[config.mk]
export PLATFORM = sky130hd
export DESIGN_NAME = instr_sequencer
export DESIGN_NICKNAME = d
export VERILOG_FILES = /design/src/rtl/instr_sequencer.sv
export SDC_FILE = /design/constraint.sdc
export NUM_CORES = 1
export LEC_CHECK = 0
export ABC_CLOCK_PERIOD_IN_PS = 3100
export CAP_MARGIN = 20
export CORE_ASPECT_RATIO = 0.7
export CORE_MARGIN = 1
export CORE_UTILIZATION = 35
export DETAILED_ROUTE_END_ITERATION = 8
export DONT_BUFFER_PORTS = 1
export GPL_ROUTABILITY_DRIVEN = 0
export PLACE_DENSITY = 0.59
export SYNTH_ARGS = -nofsm -noshare
export SYNTH_HDL_FRONTEND = slang
export SYNTH_SLANG_ARGS = --single-unit
[constraint.sdc]
create_clock -name clk -period 3.1 [get_ports clk]
set_input_delay 0.62 -clock clk [delete_from_list [all_inputs] [get_ports clk]]
set_output_delay 0.62 -clock clk [all_outputs]
set_load 0.03 [all_outputs]
[src/rtl/instr_sequencer.sv]
// instr_sequencer: encodes an instruction from the enc_* fields, appends it
// to a 16-entry program buffer on wr_btn and issues buffered instructions
// one at a time on step_btn. A three-state FSM (IDLE/ISSUE/HALT) controls
// issuing, and the current state is visible on state_dbg.
// Optional feature macro: LOOP_WRAP_EN. When it is defined, stepping past
// the last stored entry wraps around to entry 0 instead of halting.
//
// Handshake: wr_btn, step_btn and run_clr are single-cycle pulses sampled on
// the rising edge. Each issue raises instr_valid for exactly one cycle, and
// instructions holds the issued word until the next issue.
module instr_sequencer (
    input  logic        clk,
    input  logic        reset,
    input  logic [1:0]  enc_op,
    input  logic [2:0]  enc_dst,
    input  logic [2:0]  enc_srca,
    input  logic [2:0]  enc_srcb,
    input  logic [3:0]  enc_addr,
    input  logic        wr_btn,
    input  logic        step_btn,
    input  logic        run_clr,
    output logic [11:0] instructions,
    output logic        instr_valid,
    output logic [3:0]  pc,
    output logic [4:0]  count,
    output logic        full,
    output logic        empty,
    output logic        halted,
    output logic [1:0]  state_dbg
);

    typedef enum logic [1:0] {
        S_IDLE  = 2'd0,
        S_ISSUE = 2'd1,
        S_HALT  = 2'd2
    } state_t;

    state_t      state_q, state_d;
    // pc_q is one bit wider than the pc port so that it can reach 16 and
    // compare equal to a full count. Without that extra bit it would wrap to
    // 0 after entry 15 was issued.
    logic [4:0]  pc_q, pc_d;
    logic [4:0]  count_q, count_d;
    logic [11:0] instr_q, instr_d;
    logic        valid_q, valid_d;
    logic [11:0] enc_word;
    logic        full_w;
    logic        wr_accept;
    logic [11:0] prog_mem [16];

    assign full_w    = (count_q == 5'd16);
    assign wr_accept = wr_btn && !full_w;

    // Combinational encoder from the enc_* fields into a 12-bit word.
    always_comb begin
        enc_word = 12'd0;
        case (enc_op)
            2'b00:   enc_word = {3'b000, 2'b00, enc_dst, enc_addr};
            2'b01:   enc_word = {3'b001, 2'b00, enc_srca, enc_addr};
            2'b10:   enc_word = {3'b101, enc_dst, enc_srcb, enc_srca};
            default: enc_word = {3'b110, enc_dst, enc_srcb, enc_srca};
        endcase
    end

    // Program buffer write port. Entries at or above count are never issued,
    // so the buffer does not need a reset.
    always_ff @(posedge clk) begin
        if (wr_accept) begin
            prog_mem[count_q[3:0]] <= enc_word;
        end
    end

    // State and datapath registers. Reset clears everything asynchronously,
    // which also drops an in-flight instr_valid.
    always_ff @(posedge clk or posedge reset) begin
        if (reset) begin
            state_q <= S_IDLE;
            pc_q    <= 5'd0;
            count_q <= 5'd0;
            instr_q <= 12'd0;
            valid_q <= 1'b0;
        end else begin
            state_q <= state_d;
            pc_q    <= pc_d;
            count_q <= count_d;
            instr_q <= instr_d;
            valid_q <= valid_d;
        end
    end

    // Next-state logic. Writes are accepted in every state. The step
    // decision uses the count value from before the edge, and run_clr takes
    // priority over step_btn.
    always_comb begin
        state_d = state_q;
        pc_d    = pc_q;
        count_d = count_q;
        instr_d = instr_q;
        valid_d = 1'b0;

        if (wr_accept) begin
            count_d = count_q + 5'd1;
        end

        if (run_clr) begin
            state_d = S_IDLE;
            pc_d    = 5'd0;
        end else begin
            case (state_q)
                S_IDLE: begin
                    if (step_btn) begin
                        if (pc_q < count_q) begin
                            instr_d = prog_mem[pc_q[3:0]];
                            valid_d = 1'b1;
                            pc_d    = pc_q + 5'd1;
                            state_d = S_ISSUE;
                        end else begin
`ifdef LOOP_WRAP_EN
                            if (count_q != 5'd0) begin
                                instr_d = prog_mem[0];
                                valid_d = 1'b1;
                                pc_d    = 5'd1;
                                state_d = S_ISSUE;
                            end else begin
                                state_d = S_HALT;
                            end
`else
                            state_d = S_HALT;
`endif
                        end
                    end
                end
                S_ISSUE: state_d = S_IDLE;
                S_HALT:  state_d = S_HALT;
                default: state_d = S_IDLE;
            endcase
        end
    end

    assign instructions = instr_q;
    assign instr_valid  = valid_q;
    assign pc           = pc_q[3:0];
    assign count        = count_q;
    assign full         = full_w;
    assign empty        = (count_q == 5'd0);
    assign halted       = (state_q == S_HALT);
    assign state_dbg    = state_q;

endmodule

==> results of run 1 <==
worst max path at each step:
stage	depth (start not counted)	to	slack, ps
floorplan	5	prog_mem[3][0]	20
global placement	8	instructions[9]	640
detailed placement	7	instructions[7]	570
CTS	4	empty	480
global route	4	empty	380
finish	4	empty	500
registers in the layout, indices dropped and copies added, names as in the netlist:
register	flops
prog_mem	192
instructions	12
state_dbg	2
pc_q	5
count	5
instr_valid	1
metal layers:
metal	vias up	wire (um)	GRT usage (%)
li1	1849	-	-
met3	28	1266	2.852
met2	138	8683	23.07
met5	-	13	0
met4	2	332	3.333
met1	2226	8636	22.63
cell type report:
type | instances | area [um2]
flip-flops and latches | 217 | 6396
multi-input cells | 195 | 2162
repair buffers | 27 | 247.7
fillers | 2084 | 14160
clock inverters | 11 | 98.84
well taps | 318 | 397.9
clock buffers | 26 | 544.3
inverters | 11 | 41.29
stage by stage:
| stage | hold WS [ps] | area, um2 | utilization (%) | power (mW) | std cells |
|---|---|---|---|---|---|
| floorplan | 525.9 | 8730 | - | 5.577 | 449 |
| global placement | 562.3 | 9210 | 38.29 | 6.084 | 766 |
| detailed placement | 595.4 | 9210 | 38.29 | 6.150 | 766 |
| CTS | 158.8 | 9853 | 40.97 | 8.590 | 803 |
| global route | 82.07 | 9888 | 41.11 | 8.861 | 805 |
| finish | 76.34 | 9888 | 41.11 | 8.479 | 805 |
power groups by stage:
stage | registers [mW] | logic [mW] | clock network, mW
after floorplan | 4.01 | 1.56 | 0
after global placement | 4.16 | 1.92 | 0
after detailed placement | 4.18 | 1.97 | 0
after CTS | 4.12 | 1.98 | 2.49
after global routing | 4.16 | 2.11 | 2.60
final | 4.10 | 1.95 | 2.43
placed cells by master, fill, tap and decap left out, types with 2 or more instances in the layout:
cell type	count
and4_1	3
nor2b_1	3
nand3_1	2
clkbuf_1	5
xnor2_1	5
inv_1	10
mux2_1	3
clkinv_2	4
a21oi_1	6
ha_1	13
nand2b_1	2
a21o_1	2
edfxtp_1	192
and2_1	6
o2bb2ai_1	3
mux4_2	48
dfrtp_1	23
clkbuf_16	21
o21ai_0	3
and3_1	2
or3_1	3
bufinv_16	2
clkinv_1	5
buf_4	24
mux2_2	14
nand2_1	22
a22oi_1	27
nor2_1	14
buf_12	2
cells by family (layout without fill, tap and decap cells):
kind of cell	after synthesis	in the layout	synth area share, %
AO/OA/AOI/OAI	45	45	3.727
buffers and inverters	37	75	2.164
multiplexers	65	65	14.58
adder cells (fa/ha/maj)	13	13	1.863
flip-flops	217	217	73.21
AND/OR/NAND/NOR	67	67	3.956
XOR/XNOR	5	5	0.5016
==> results.sh, run 1 <==
export IMPL_status="completed"
export IMPL_place_hpwl_um=11880
export IMPL_placementRows=47
export IMPL_cts_inserted_buffers=21
export IMPL_power_share_sequential_pct=48.4
export IMPL_period_share_pct=83.98
export IMPL_cp_max_fo=7
export IMPL_ff2ff_setup_slack_ps=560
export IMPL_cts_tree="done"
export IMPL_final_nets=506
export IMPL_r2r_start="count[0]"
export IMPL_skew_ps=13.02
export IMPL_cts_repair_resized=0
export IMPL_grt_pass1_vias=4399
export IMPL_start_util_pct=36.30
export IMPL_synthTopCellsByArea="edfxtp_1, mux4_2, dfrtp_1, a22oi_1, ha_1"
export IMPL_p_per_area_nw_per_um2=857.5
export IMPL_drive_gt1_share_pct=26.08
export IMPL_required_ps=2480
export IMPL_root_buffer="clkbuf_16"
export IMPL_synth_top_flop_cell="edfxtp_1"
export IMPL_cp_slowest_cell="dfrtp_1"
export IMPL_ys_seq_elements=217
export IMPL_grt_max_degree=52
export IMPL_clock_sink_count=217
export IMPL_core_area_um2=24050
export IMPL_r2r_end="prog_mem[1][7]"
export IMPL_synth_area_um2=8730
export IMPL_hp_class="primary input to async pin"
export IMPL_syn_to_final_growth_pct=13.27
export IMPL_grtUsageTotal_pct=15.18
export IMPL_io_buffers=0
export IMPL_pin_count=47
export IMPL_final_max_slew_viol_count=0
export IMPL_clockBufferDepth=3
export IMPL_synth_edf_count=192
export IMPL_relSlewSlack_pct=45.66
export IMPL_yosysSeqAreaShare_pct=73.21
export IMPL_postCtsSetupBuffers=0
export IMPL_min_period_ps=2603
export IMPL_synth_top_area_cell="edfxtp_1"
export IMPL_cp_top_family="flip-flops"
export IMPL_antenna_cells=0
export IMPL_route_detailed_drc=0
export IMPL_worst_pin_slew_ps=815.1
export IMPL_synth_top_cell_area_share_pct=66.05
export IMPL_cp_cell_sequence="inv_1 -> ha_1 -> nor4b_2 -> buf_4"
export IMPL_cp_start_kind="flop"
export IMPL_ant_nets=0
export IMPL_p_clk_share_pct=28.6
export IMPL_avgSynthCellArea_um2=19.44
export IMPL_endpoint_kind="primary output"
export IMPL_cts_reportedPaths_clkPinSlew_ps=60
export IMPL_ir_worst_vdd_mv=0.4024
export IMPL_tns_ps=0
export IMPL_die_area_um2=25590
export IMPL_dr_pass1_iters=4
export IMPL_antenna_found_initial=2
export IMPL_globalRouteOverflowTotal=0
export IMPL_die_h_um=134.1
export IMPL_arrival_ps=1980
export IMPL_cpPeakStageDelay_ps=560
export IMPL_synth_cell_type_count=41
export IMPL_fmax_mhz=384.1
export IMPL_leakage_nw=3.285
export IMPL_routed_via_density=5.271
export IMPL_synth_warnings=0
export IMPL_grt_pass1_wl_um=28210
export IMPL_die_w_um=190.8
export IMPL_hold_buffers=0
export IMPL_crit_buf_inv=2
export IMPL_max_cap_violations=0
export IMPL_async_flop_share_pct=11.52
export IMPL_p_comb_share_pct=23.0
export IMPL_swShare_pct=30.09
export IMPL_post_drt_wl_per_cell_um=23.52
export IMPL_synth_fp_nets=482
export IMPL_cts_max_level=1
export IMPL_setup_viol=0
export IMPL_internal_power_mw=5.928
export IMPL_rsz0062_at_grt="false"
export IMPL_drt_initial_drc_count=407
export IMPL_synthTopCellsByCount="edfxtp_1, mux4_2, a22oi_1"
export IMPL_vias=4243
export IMPL_clk_latency_ps=490
export IMPL_pre_cts_slack_ps=566.3
export IMPL_syn_instance_count=449
export IMPL_hold_violations=0
export IMPL_ff2ff_path_depth=7
export IMPL_path_class="flop to primary output"
export IMPL_crit_start="count[0]"
export IMPL_netSwitchingPower_mw=2.551
export IMPL_routed_wl_um=18930
export IMPL_synth_most_common_cell="edfxtp_1"
export IMPL_fin_ws_ps=496.5
(Power assumes the default switching activity.)
==> inputs of run 2 (changes only) <==
--- a/config.mk
+++ b/config.mk
@@ -5,7 +5,7 @@
 export SDC_FILE = /design/constraint.sdc
 export NUM_CORES = 1
 export LEC_CHECK = 0
-export ABC_CLOCK_PERIOD_IN_PS = 3100
+export ABC_CLOCK_PERIOD_IN_PS = 2460
 export CAP_MARGIN = 20
 export CORE_ASPECT_RATIO = 0.7
 export CORE_MARGIN = 1
==> constraint.sdc (replaced) <==
create_clock -name clk -period 2.46 [get_ports clk]
set_input_delay 0.492 -clock clk [delete_from_list [all_inputs] [get_ports clk]]
set_output_delay 0.492 -clock clk [all_outputs]
set_load 0.03 [all_outputs]
==> run 2 against run 1 <==
- core utilization is 0.94 points higher
- largest power group unchanged
- flip-flop and latch count stayed put
- register-to-register slack worse by 360 ps
- critical path type is now flop to flop
- design area is 2.3% higher
- critical endpoint is now instructions[0]
==> results.sh, run 2 (synthesis gave the netlist of run 1 again) <==
export IMPL_period_share_pct=91.97
export IMPL_pre_cts_slack_ps=193.7
export IMPL_fillers=2089
export IMPL_grt_max_degree=35
export IMPL_pin_count=47
export IMPL_cp_slowest_cell="dfrtp_1"
export IMPL_io_buffers=0
export IMPL_core_area_um2=24050
export IMPL_final_cell_area_um2=10110
export IMPL_root_buffer="clkbuf_16"
export IMPL_rsz0062_at_grt="false"
export IMPL_hp_class="primary input to flop"
export IMPL_setup_viol=0
export IMPL_dr_pass1_iters=5
export IMPL_cp_max_fo=13
export IMPL_status="completed"
export IMPL_path_class="flop to flop"
export IMPL_multiInputGateArea_um2=2171
export IMPL_tns_ps=0
export IMPL_cts_reportedPaths_clkPinSlew_ps=60
export IMPL_relSlewSlack_pct=40.83
export IMPL_dpl_cell_area_um2=9344
export IMPL_die_w_um=190.8
export IMPL_routed_wl_um=19530
export IMPL_globalRouteOverflowTotal=0
export IMPL_worst_pin_slew_ps=885.8
export IMPL_routed_via_density=5.264
export IMPL_antenna_cells=0
export IMPL_drive_gt1_share_pct=29.19
export IMPL_clock_sink_count=217
export IMPL_fin_ws_ps=197.6
export IMPL_seqCellArea_um2=6396
export IMPL_cpPeakStageDelay_ps=390
export IMPL_endpoint_kind="flop"
export IMPL_cts_tree="done"
export IMPL_leakage_nw=3.410
export IMPL_die_area_um2=25590
export IMPL_cp_top_family="simple AND/OR/NAND/NOR gates"
export IMPL_grt_pass1_vias=4605
export IMPL_grtUsageTotal_pct=15.69
export IMPL_cp_start_kind="flop"
export IMPL_die_h_um=134.1
export IMPL_crit_buf_inv=2
export IMPL_required_ps=2840
export IMPL_final_cell_mix="edfxtp_1, mux4_2, buf_4"
export IMPL_final_nets=525
export IMPL_vias=4343
export IMPL_fmax_mhz=442.0
export IMPL_cts_max_level=1
export IMPL_start_util_pct=36.30
export IMPL_clockBufferDepth=3
export IMPL_arrival_ps=2640
export IMPL_clk_latency_ps=500
export IMPL_ant_nets=0
export IMPL_hold_violations=0
export IMPL_postCtsSetupBuffers=0
export IMPL_min_period_ps=2262
export IMPL_route_detailed_drc=0
export IMPL_cts_inserted_buffers=23
export IMPL_place_hpwl_um=12130
export IMPL_post_drt_wl_per_cell_um=23.67
export IMPL_placementRows=47
export IMPL_final_max_slew_viol_count=0
export IMPL_final_common_cell="edfxtp_1"
export IMPL_cp_cell_sequence="inv_1 -> ha_1 -> or3_1 -> a21oi_1 -> a21oi_2 -> nor2_2 -> buf_4 -> mux2_2"
export IMPL_antenna_found_initial=0
export IMPL_grt_pass1_wl_um=29100
export IMPL_ir_worst_vdd_mv=0.5636
export IMPL_syn_to_final_growth_pct=15.85
export IMPL_whs_ps=51.27
export IMPL_largest_reg_flops=192
export IMPL_p_per_area_nw_per_um2=1104
export IMPL_drt_initial_drc_count=408
export IMPL_skew_ps=14.66
export IMPL_max_cap_violations=0
[run 2: per-layer routing]
metal | global-route usage [%] | part of all wire, %
met3 | 3.114 | 5.9
met4 | 3.733 | 1.9
met5 | 0 | 0
met1 | 22.76 | 46
met2 | 24.32 | 46
[run 2: worst paths after layout]
| path | slack (ps) | depth (start not counted) | endpoint | from |
|---|---|---|---|---|
| worst max register to register | 200 | 8 | instructions[0] | count[3] |
| max in group asynchronous | 1290 | 3 | pc_q[0] | reset |
| worst min-delay path | 50 | 1 | pc_q[1] | run_clr |
| min in group asynchronous | 510 | 2 | instructions[6] | reset |
| worst min register to register | 580 | 2 | count[4] | count[4] |
| worst max-delay path | 200 | 8 | instructions[0] | count[3] |
[run 2: final cells by class]
| cell class | instances | area share, % |
|---|---|---|
| well taps | 318 | 3.934 |
| clock buffers | 31 | 6.285 |
| repair buffers | 44 | 3.699 |
| clock inverters | 9 | 0.9650 |
| inverters | 11 | 0.4083 |
| flip-flops and latches | 217 | 63.24 |
| multi-input cells | 195 | 21.46 |
[run 2: where the power goes]
group | internal (mW) | switching, mW
Clock | 2.02 | 1.37
Sequential | 4.54 | 0.460
Combinational | 1.26 | 1.52
Total | 7.81 | 3.35
[run 2: worst reg2reg max path, cell delays in order (launching register included)]
cell and delay (ps):
dfrtp_1 390, inv_1 100, ha_1 250, or3_1 380, a21oi_1 210, a21oi_2 120, nor2_2 110, buf_4 230
mux2_2 370
[run 2: timing repair]
item,CTS,global route
hold buffers,1,0
resized for setup,0,0
hold endpoints to repair,12,0
[run 2: per-stage QoR]
step / util (%) / std cells / power (mW)
global route: 42.05 / 825 / 11.61
floorplan: - / 449 / 7.054
CTS: 41.94 / 822 / 11.27
detailed placement: 38.85 / 781 / 7.885
finish: 42.05 / 825 / 11.16
global placement: 38.85 / 781 / 7.800
